### config.mk
export PLATFORM = sky130hd
export DESIGN_NAME = i2s_rx_framer
export DESIGN_NICKNAME = d
export VERILOG_FILES = /design/src/rtl/i2s_rx_framer.sv
export SDC_FILE = /design/constraint.sdc
export NUM_CORES = 2
export LEC_CHECK = 0
export CORE_MARGIN = 1
export CORE_UTILIZATION = 40
export CTS_BUF_LIST = sky130_fd_sc_hd__clkbuf_8
export CTS_CLUSTER_DIAMETER = 30
export DETAILED_ROUTE_END_ITERATION = 8
export SYNTH_ARGS = -nofsm -noshare
export SYNTH_HDL_FRONTEND = slang
export SYNTH_SLANG_ARGS = --single-unit
export TNS_END_PERCENT = 20
### constraint.sdc
create_clock -name bclk -period 12 [get_ports bclk]
set_clock_uncertainty 0.05 [all_clocks]
set_input_delay 3 -clock bclk [delete_from_list [all_inputs] [get_ports bclk]]
set_output_delay 3 -clock bclk [all_outputs]
set_load 0.005 [all_outputs]
### src/rtl/i2s_rx_framer.sv
// TDM frame locker and formatter for the I2S/TDM receive path.
// Locks onto frame boundaries, formats slot words, buffers whole frames and streams them out on AXIS.
module i2s_rx_framer #(
    parameter int DEPTH = 64
) (
    input  logic        bclk,
    input  logic        rst,
    input  logic        s_axis_tvalid,
    input  logic [31:0] s_axis_tdata,
    input  logic        s_axis_tlast,
    output logic        m_axis_tvalid,
    input  logic        m_axis_tready,
    output logic [31:0] m_axis_tdata,
    output logic [4:0]  m_axis_tuser,
    output logic        m_axis_tlast,
    input  logic [4:0]  i_tdm_num,
    input  logic [5:0]  i_word_width,
    input  logic        i_sign_extend,
    output logic        o_locked,
    output logic [31:0] o_frame_num,
    output logic [15:0] o_drop_num,
    output logic [15:0] o_err_num
);

    localparam int AW = $clog2(DEPTH);
    localparam int EW = 38;
    localparam logic [AW:0] DEPTH_C = (AW+1)'(DEPTH);

    typedef enum logic {
        ST_HUNT = 1'b0,
        ST_RUN  = 1'b1
    } state_t;

    state_t r_state;
    state_t w_state_next;

    logic [4:0]    r_slot;
    logic [4:0]    r_tdm_num_l;
    logic [5:0]    r_width_l;
    logic          r_sext_l;
    logic          r_accept;

    logic          r_fmt_valid;
    logic [31:0]   r_fmt_data;
    logic [4:0]    r_fmt_user;
    logic          r_fmt_last;

    logic [EW-1:0] r_mem [DEPTH];
    logic [AW-1:0] r_wr_ptr;
    logic [AW-1:0] r_rd_ptr;
    logic [AW:0]   r_count;

    logic [31:0]   r_frame_num;
    logic [15:0]   r_drop_num;
    logic [15:0]   r_err_num;

    logic          w_run_word;
    logic          w_slot0;
    logic [4:0]    w_tdm_in;
    logic [5:0]    w_width_in;
    logic [4:0]    w_tdm_eff;
    logic [5:0]    w_width_eff;
    logic          w_sext_eff;
    logic          w_at_last_slot;
    logic          w_err_a;
    logic          w_err_b;
    logic [AW:0]   w_free;
    logic          w_admit;
    logic          w_accept;
    logic          w_fmt_wr;
    logic [5:0]    w_shift;
    logic [31:0]   w_shl;
    logic signed [31:0] w_sra;
    logic [31:0]   w_fmt_data;
    logic          w_fifo_rd;
    logic [EW-1:0] w_rd_word;

    // Slot 0 uses the live configuration; later slots use what slot 0 latched.
    assign w_run_word     = (r_state == ST_RUN) && s_axis_tvalid;
    assign w_slot0        = (r_slot == 5'd0);
    assign w_tdm_in       = (i_tdm_num == 5'd0) ? 5'd1 : i_tdm_num;
    assign w_width_in     = ((i_word_width == 6'd0) || (i_word_width > 6'd32)) ? 6'd32 : i_word_width;
    assign w_tdm_eff      = w_slot0 ? w_tdm_in   : r_tdm_num_l;
    assign w_width_eff    = w_slot0 ? w_width_in : r_width_l;
    assign w_sext_eff     = w_slot0 ? i_sign_extend : r_sext_l;
    assign w_at_last_slot = (r_slot == (w_tdm_eff - 5'd1));
    assign w_err_a        = s_axis_tlast && !w_at_last_slot;
    assign w_err_b        = !s_axis_tlast && w_at_last_slot;

    // Space still held by the format stage counts as used; a same-cycle read does not free space.
    assign w_free   = DEPTH_C - r_count - {{AW{1'b0}}, r_fmt_valid};
    assign w_admit  = (w_free >= (AW+1)'(w_tdm_in));
    assign w_accept = w_slot0 ? w_admit : r_accept;
    assign w_fmt_wr = w_run_word && w_accept;

    // Left-justify first; an arithmetic shift back gives the sign-extended form.
    assign w_shift    = 6'd32 - w_width_eff;
    assign w_shl      = s_axis_tdata << w_shift;
    assign w_sra      = $signed(w_shl) >>> w_shift;
    assign w_fmt_data = w_sext_eff ? w_sra : w_shl;

    always_ff @(posedge bclk) begin
        if (rst) begin
            r_state <= ST_HUNT;
        end else begin
            r_state <= w_state_next;
        end
    end

    always_comb begin
        w_state_next = r_state;
        case (r_state)
            ST_HUNT: begin
                if (s_axis_tvalid && s_axis_tlast) begin
                    w_state_next = ST_RUN;
                end
            end
            ST_RUN: begin
                if (s_axis_tvalid && w_err_b) begin
                    w_state_next = ST_HUNT;
                end
            end
            default: w_state_next = ST_HUNT;
        endcase
    end

    always_comb begin
        o_locked = (r_state == ST_RUN);
    end

    always_ff @(posedge bclk) begin
        if (rst) begin
            r_slot      <= 5'd0;
            r_tdm_num_l <= 5'd1;
            r_width_l   <= 6'd32;
            r_sext_l    <= 1'b0;
            r_accept    <= 1'b0;
        end else if (r_state == ST_HUNT) begin
            r_slot <= 5'd0;
        end else if (s_axis_tvalid) begin
            if (w_slot0) begin
                r_tdm_num_l <= w_tdm_in;
                r_width_l   <= w_width_in;
                r_sext_l    <= i_sign_extend;
                r_accept    <= w_admit;
            end
            if (s_axis_tlast || w_err_b) begin
                r_slot <= 5'd0;
            end else begin
                r_slot <= r_slot + 5'd1;
            end
        end
    end

    always_ff @(posedge bclk) begin
        if (rst) begin
            r_frame_num <= 32'd0;
            r_drop_num  <= 16'd0;
            r_err_num   <= 16'd0;
        end else if (w_run_word) begin
            if (w_slot0) begin
                if (w_admit) begin
                    r_frame_num <= r_frame_num + 32'd1;
                end else if (r_drop_num != 16'hFFFF) begin
                    r_drop_num <= r_drop_num + 16'd1;
                end
            end
            if ((w_err_a || w_err_b) && (r_err_num != 16'hFFFF)) begin
                r_err_num <= r_err_num + 16'd1;
            end
        end
    end

    always_ff @(posedge bclk) begin
        if (rst) begin
            r_fmt_valid <= 1'b0;
            r_fmt_data  <= 32'd0;
            r_fmt_user  <= 5'd0;
            r_fmt_last  <= 1'b0;
        end else begin
            r_fmt_valid <= w_fmt_wr;
            if (w_fmt_wr) begin
                r_fmt_data <= w_fmt_data;
                r_fmt_user <= r_slot;
                r_fmt_last <= s_axis_tlast || w_err_b;
            end
        end
    end

    // Admission reserves space, so the format stage never writes into a full FIFO.
    always_ff @(posedge bclk) begin
        if (r_fmt_valid) begin
            r_mem[r_wr_ptr] <= {r_fmt_data, r_fmt_user, r_fmt_last};
        end
    end

    assign w_fifo_rd = m_axis_tvalid && m_axis_tready;
    assign w_rd_word = r_mem[r_rd_ptr];

    always_ff @(posedge bclk) begin
        if (rst) begin
            r_wr_ptr <= '0;
            r_rd_ptr <= '0;
            r_count  <= '0;
        end else begin
            if (r_fmt_valid) begin
                r_wr_ptr <= r_wr_ptr + AW'(1);
            end
            if (w_fifo_rd) begin
                r_rd_ptr <= r_rd_ptr + AW'(1);
            end
            case ({r_fmt_valid, w_fifo_rd})
                2'b10:   r_count <= r_count + (AW+1)'(1);
                2'b01:   r_count <= r_count - (AW+1)'(1);
                default: r_count <= r_count;
            endcase
        end
    end

    // Head word is held at the read pointer until taken, so the payload is stable under backpressure.
    always_comb begin
        m_axis_tvalid = (r_count != '0);
        m_axis_tdata  = 32'd0;
        m_axis_tuser  = 5'd0;
        m_axis_tlast  = 1'b0;
        if (m_axis_tvalid) begin
            m_axis_tdata = w_rd_word[37:6];
            m_axis_tuser = w_rd_word[5:1];
            m_axis_tlast = w_rd_word[0];
        end
    end

    assign o_frame_num = r_frame_num;
    assign o_drop_num  = r_drop_num;
    assign o_err_num   = r_err_num;

endmodule
==> out/metrics.csv <==
stage,metric,value,unit
drt,drt_iter0_markers,6637,
sta,grt_setup_unrepaired,no,
min_path,hold_path.class,register to register,
synthesis,synth-async-reset-ratio,0,
pwr,combPwrFrac,0.139,
clock_network,cts_setup_buffers,0,
synthesis,netlist_instances,5078,
synthesis,synth_commonest_cells,"edfxtp_1, mux4_2, nor2_1",
sta,slew_violations,0,
layout,fillers,21417,
clock_network,cts_tree,done,
global_routing,grtUsageTotal,0.2242,
clock_network,clk_pin_slew_worst_paths,0.05,ns
placement,gp_congestion,0.8880,
layout,drive_gt1_frac,0.3035,
worst_setup_path,slowest_stage,ha_4,
clock_network,cts_max_level,5,
sta,whs,0.4020,ns
worst_setup_path,crit_chain,"clkdlybuf4s50_1, nand2b_1, mux2i_4, inv_4, ha_4, mux4_2, mux2_2, mux2_2, o2bb2ai_2, a221oi_1, mux2i_1, a222oi_1, mux2i_1, a2111oi_2, a31oi_1",
placement,portBuffers,152,
worst_setup_path,r2r_slack,5.09,ns
clock_network,numCtsBuffers,493,
layout,fin_util,0.4685,
global_routing,antenna_found_initial,18,
synthesis,synth.area.top_cells,"edfxtp_1, mux4_2, dfxtp_1",
synthesis,synth_top_area_share,0.7014,
synthesis,synth_edf_count,2432,
synthesis,yosysSeqAreaShare,0.7296,
clock_network,cts_resized,0,
clock_network,cts_root_buf,clkbuf_8,
placement,detailed_place_hpwl,164300,um
sta,max_slew_margin,0.08764,
worst_setup_path,crit_type,input port to register,
drt,wl_per_cell,31.76,um
synthesis,ys_types,92,
layout,finalNonFillerCells,9344,
synthesis,syn-num-nets,5159,
global_routing,grt_pass1_wl,418200,um
worst_setup_path,critical_path.max_stage_delay,0.91,ns
sta,period_minus_slack,8.803,ns
pwr,total_power,22290,uW
pwr,internal_power,16830,uW
run_status,status,finished clean,
synthesis,ys_seq_elements,2579,
die,die_area,262400,um^2
worst_setup_path,reg2reg_depth,14,
drt,vias,55042,
clock_network,cts_hold_buf,0,
worst_setup_path,rr_startpoint,r_width_l[0],
synthesis,post-synth-top-count-cell,edfxtp_1,
pwr,sw_frac_of_total,0.2450,
sta,tightest_slew,1.369,ns
pwr,netSwitchingPower,5462,uW
pwr,powerDensity,184.5,nW/um^2
global_routing,grt_pass1_vias,55879,
sta,setup_viol,0,
worst_setup_path,cp-startpoint,i_word_width[5],
drt,firstDrtPassIters,6,
global_routing,grt_overflow,0,
die,dieHeight,512.2,um
sta,period_share,0.7336,
die,pin_count,153,
die,rows,186,
worst_setup_path,critPathArrivalTime,9.63,ns
pwr,power_frac_seq,0.455,
drt,drc,0,
placement,place_inst,8452,
sta,hold_viol,0,
synthesis,yosysWarningCount,0,
worst_setup_path,regToRegEndpoint,r_fmt_data[7],
clock_network,clock-sinks,2579,
drt,postRouteAntennaNets,0,
sta,max_freq,113.6,MHz
clock_network,worstSkewPairLatency,1.08,ns
clock_network,cts_buffer_depth,4,
die,core-area,257900,um^2
worst_setup_path,critPathRequiredTime,12.83,ns
synthesis,yosys_most_used_dff,edfxtp_1,
worst_setup_path,start_kind,input port,
die,die_w,512.2,um
pwr,clkPwrFrac,0.405,
worst_setup_path,endpoint,r_fmt_data[7],
global_routing,grt_start_max_net_pins,142,
pwr,p_leak,0.03767,uW
worst_setup_path,worstPathMaxFanout,59,
pwr,vdd_drop_max,0.1474,mV
synthesis,netlist_area,104100,um^2
drt,wirelength,296700,um
die,initial_core_util,0.4038,
sta,tns,0,ns
flow_run,drv_cap,0,
layout,nets,5644,
layout,syn2layout_area_growth,16.03,%
synthesis,avgSynthCellArea,20.51,um^2
synthesis,synth_top_area_cell,edfxtp_1,
drt,via_per_inst,5.891,
worst_setup_path,cp-end-kind,register,
==> through the flow <==
| stage | instance area, um^2 | setup slack (ns) |
|---|---|---|
| 2_1_floorplan | 104100 | 3.763 |
| 5_1_grt | 120800 | 2.846 |
| 4_1_cts | 120800 | 2.984 |
| 3_3_place_gp | 110400 | 2.220 |
| 3_5_place_dp | 110400 | 2.144 |
| 6_report | 120800 | 3.197 |
==> worst min-delay path by stage <==
stage / startpoint / to / cells after the start
after global routing: r_sext_l / r_sext_l / 2
final: r_sext_l / r_sext_l / 2
after floorplan: r_tdm_num_l[0] / r_tdm_num_l[0] / 1
after global placement: r_sext_l / r_sext_l / 2
after CTS: r_sext_l / r_sext_l / 2
after detailed placement: r_sext_l / r_sext_l / 2
==> cell usage in the layout, fill, tap and decap left out, types with 10 or more instances in the layout <==
cell             count
edfxtp_1          2432
mux4_2             806
clkbuf_8           506
nor2_1             203
nand2_1            154
clkdlybuf4s50_1    151
inv_1              143
buf_4              132
mux2i_1            113
dfxtp_1            105
a21oi_1             99
clkinv_1            86
clkinv_2            74
bufinv_16           64
nor2_4              62
o21ai_0             59
a211oi_1            54
xor2_1              46
nand3_1             41
nor3_1              38
dfxtp_2             36
and2_1              35
xnor2_1             34
clkinvlp_4          33
nand4_1             31
ha_1                30
nor2b_1             28
or3_1               24
mux2_2              23
and3_1              19
a221oi_1            15
o211ai_1            14
a31oi_1             13
nand2b_1            12
nor4_1              10
o22ai_1             10
clkinv_4            10
==> metal layers <==
layer	vias to the layer above	part of all wire	GRT usage
met4	10	0.025	0.06299
li1	22359	-	-
met1	29646	0.41	0.3127
met2	2526	0.48	0.3594
met3	501	0.079	0.04346
met5	-	0.00023	0
==> worst max-delay path: cells and delay by family <==
| kind | cells | cell delay (ns) |
|---|---|---|
| buffers and inverters | 2 | 0.99 |
| AOI/OAI and AO/OA | 5 | 1.85 |
| and+or+nand+nor | 1 | 0.55 |
| muxes | 6 | 2.27 |
| adders and majority gates | 1 | 0.91 |
==> flip-flops by register name (all words and copies together) (netlist names), 5 cells and up, named ones only <==
register and flops:
o_drop_num 16, o_err_num 16, o_frame_num 32, r_count 7
r_fmt_data 32, r_fmt_user 5, r_mem 2432, r_rd_ptr 6
r_slot 5, r_tdm_num_l 5, r_width_l 6, r_wr_ptr 6
==> cell families (layout without fill, tap and decap cells) <==
family,after synthesis,in the layout,share of synthesized area
compound gates,405,405,0.02690
xor+xnor,80,80,0.006729
fa+ha+maj,32,32,0.003917
buf+inv,342,1215,0.01300
flops,2579,2579,0.7296
mux,945,945,0.1883
other cells,0,9,0
simple gates,695,695,0.03153
==> final cells by class <==
type	count	area, um^2	share of cell area
multi-input cells	2157	27300	0.2260
repair buffers	292	2683	0.02220
well taps	3384	4234	0.03505
clock buffers	506	6964	0.05765
clock inverters	377	3411	0.02823
flip-flops and latches	2579	76040	0.6294
diodes	9	22.52	0.0001864
inverters	40	152.6	0.001264
==> power by group through the flow <==
stage          clock (uW)  combinational [uW]  sequential [uW]
2_1_floorplan           0                2250            10300
3_3_place_gp            0                3150            10300
3_5_place_dp            0                3150            10300
4_1_cts              9170                3160            10200
5_1_grt              9570                3320            10200
6_report             9030                3100            10200
(Power assumes the default switching activity.)
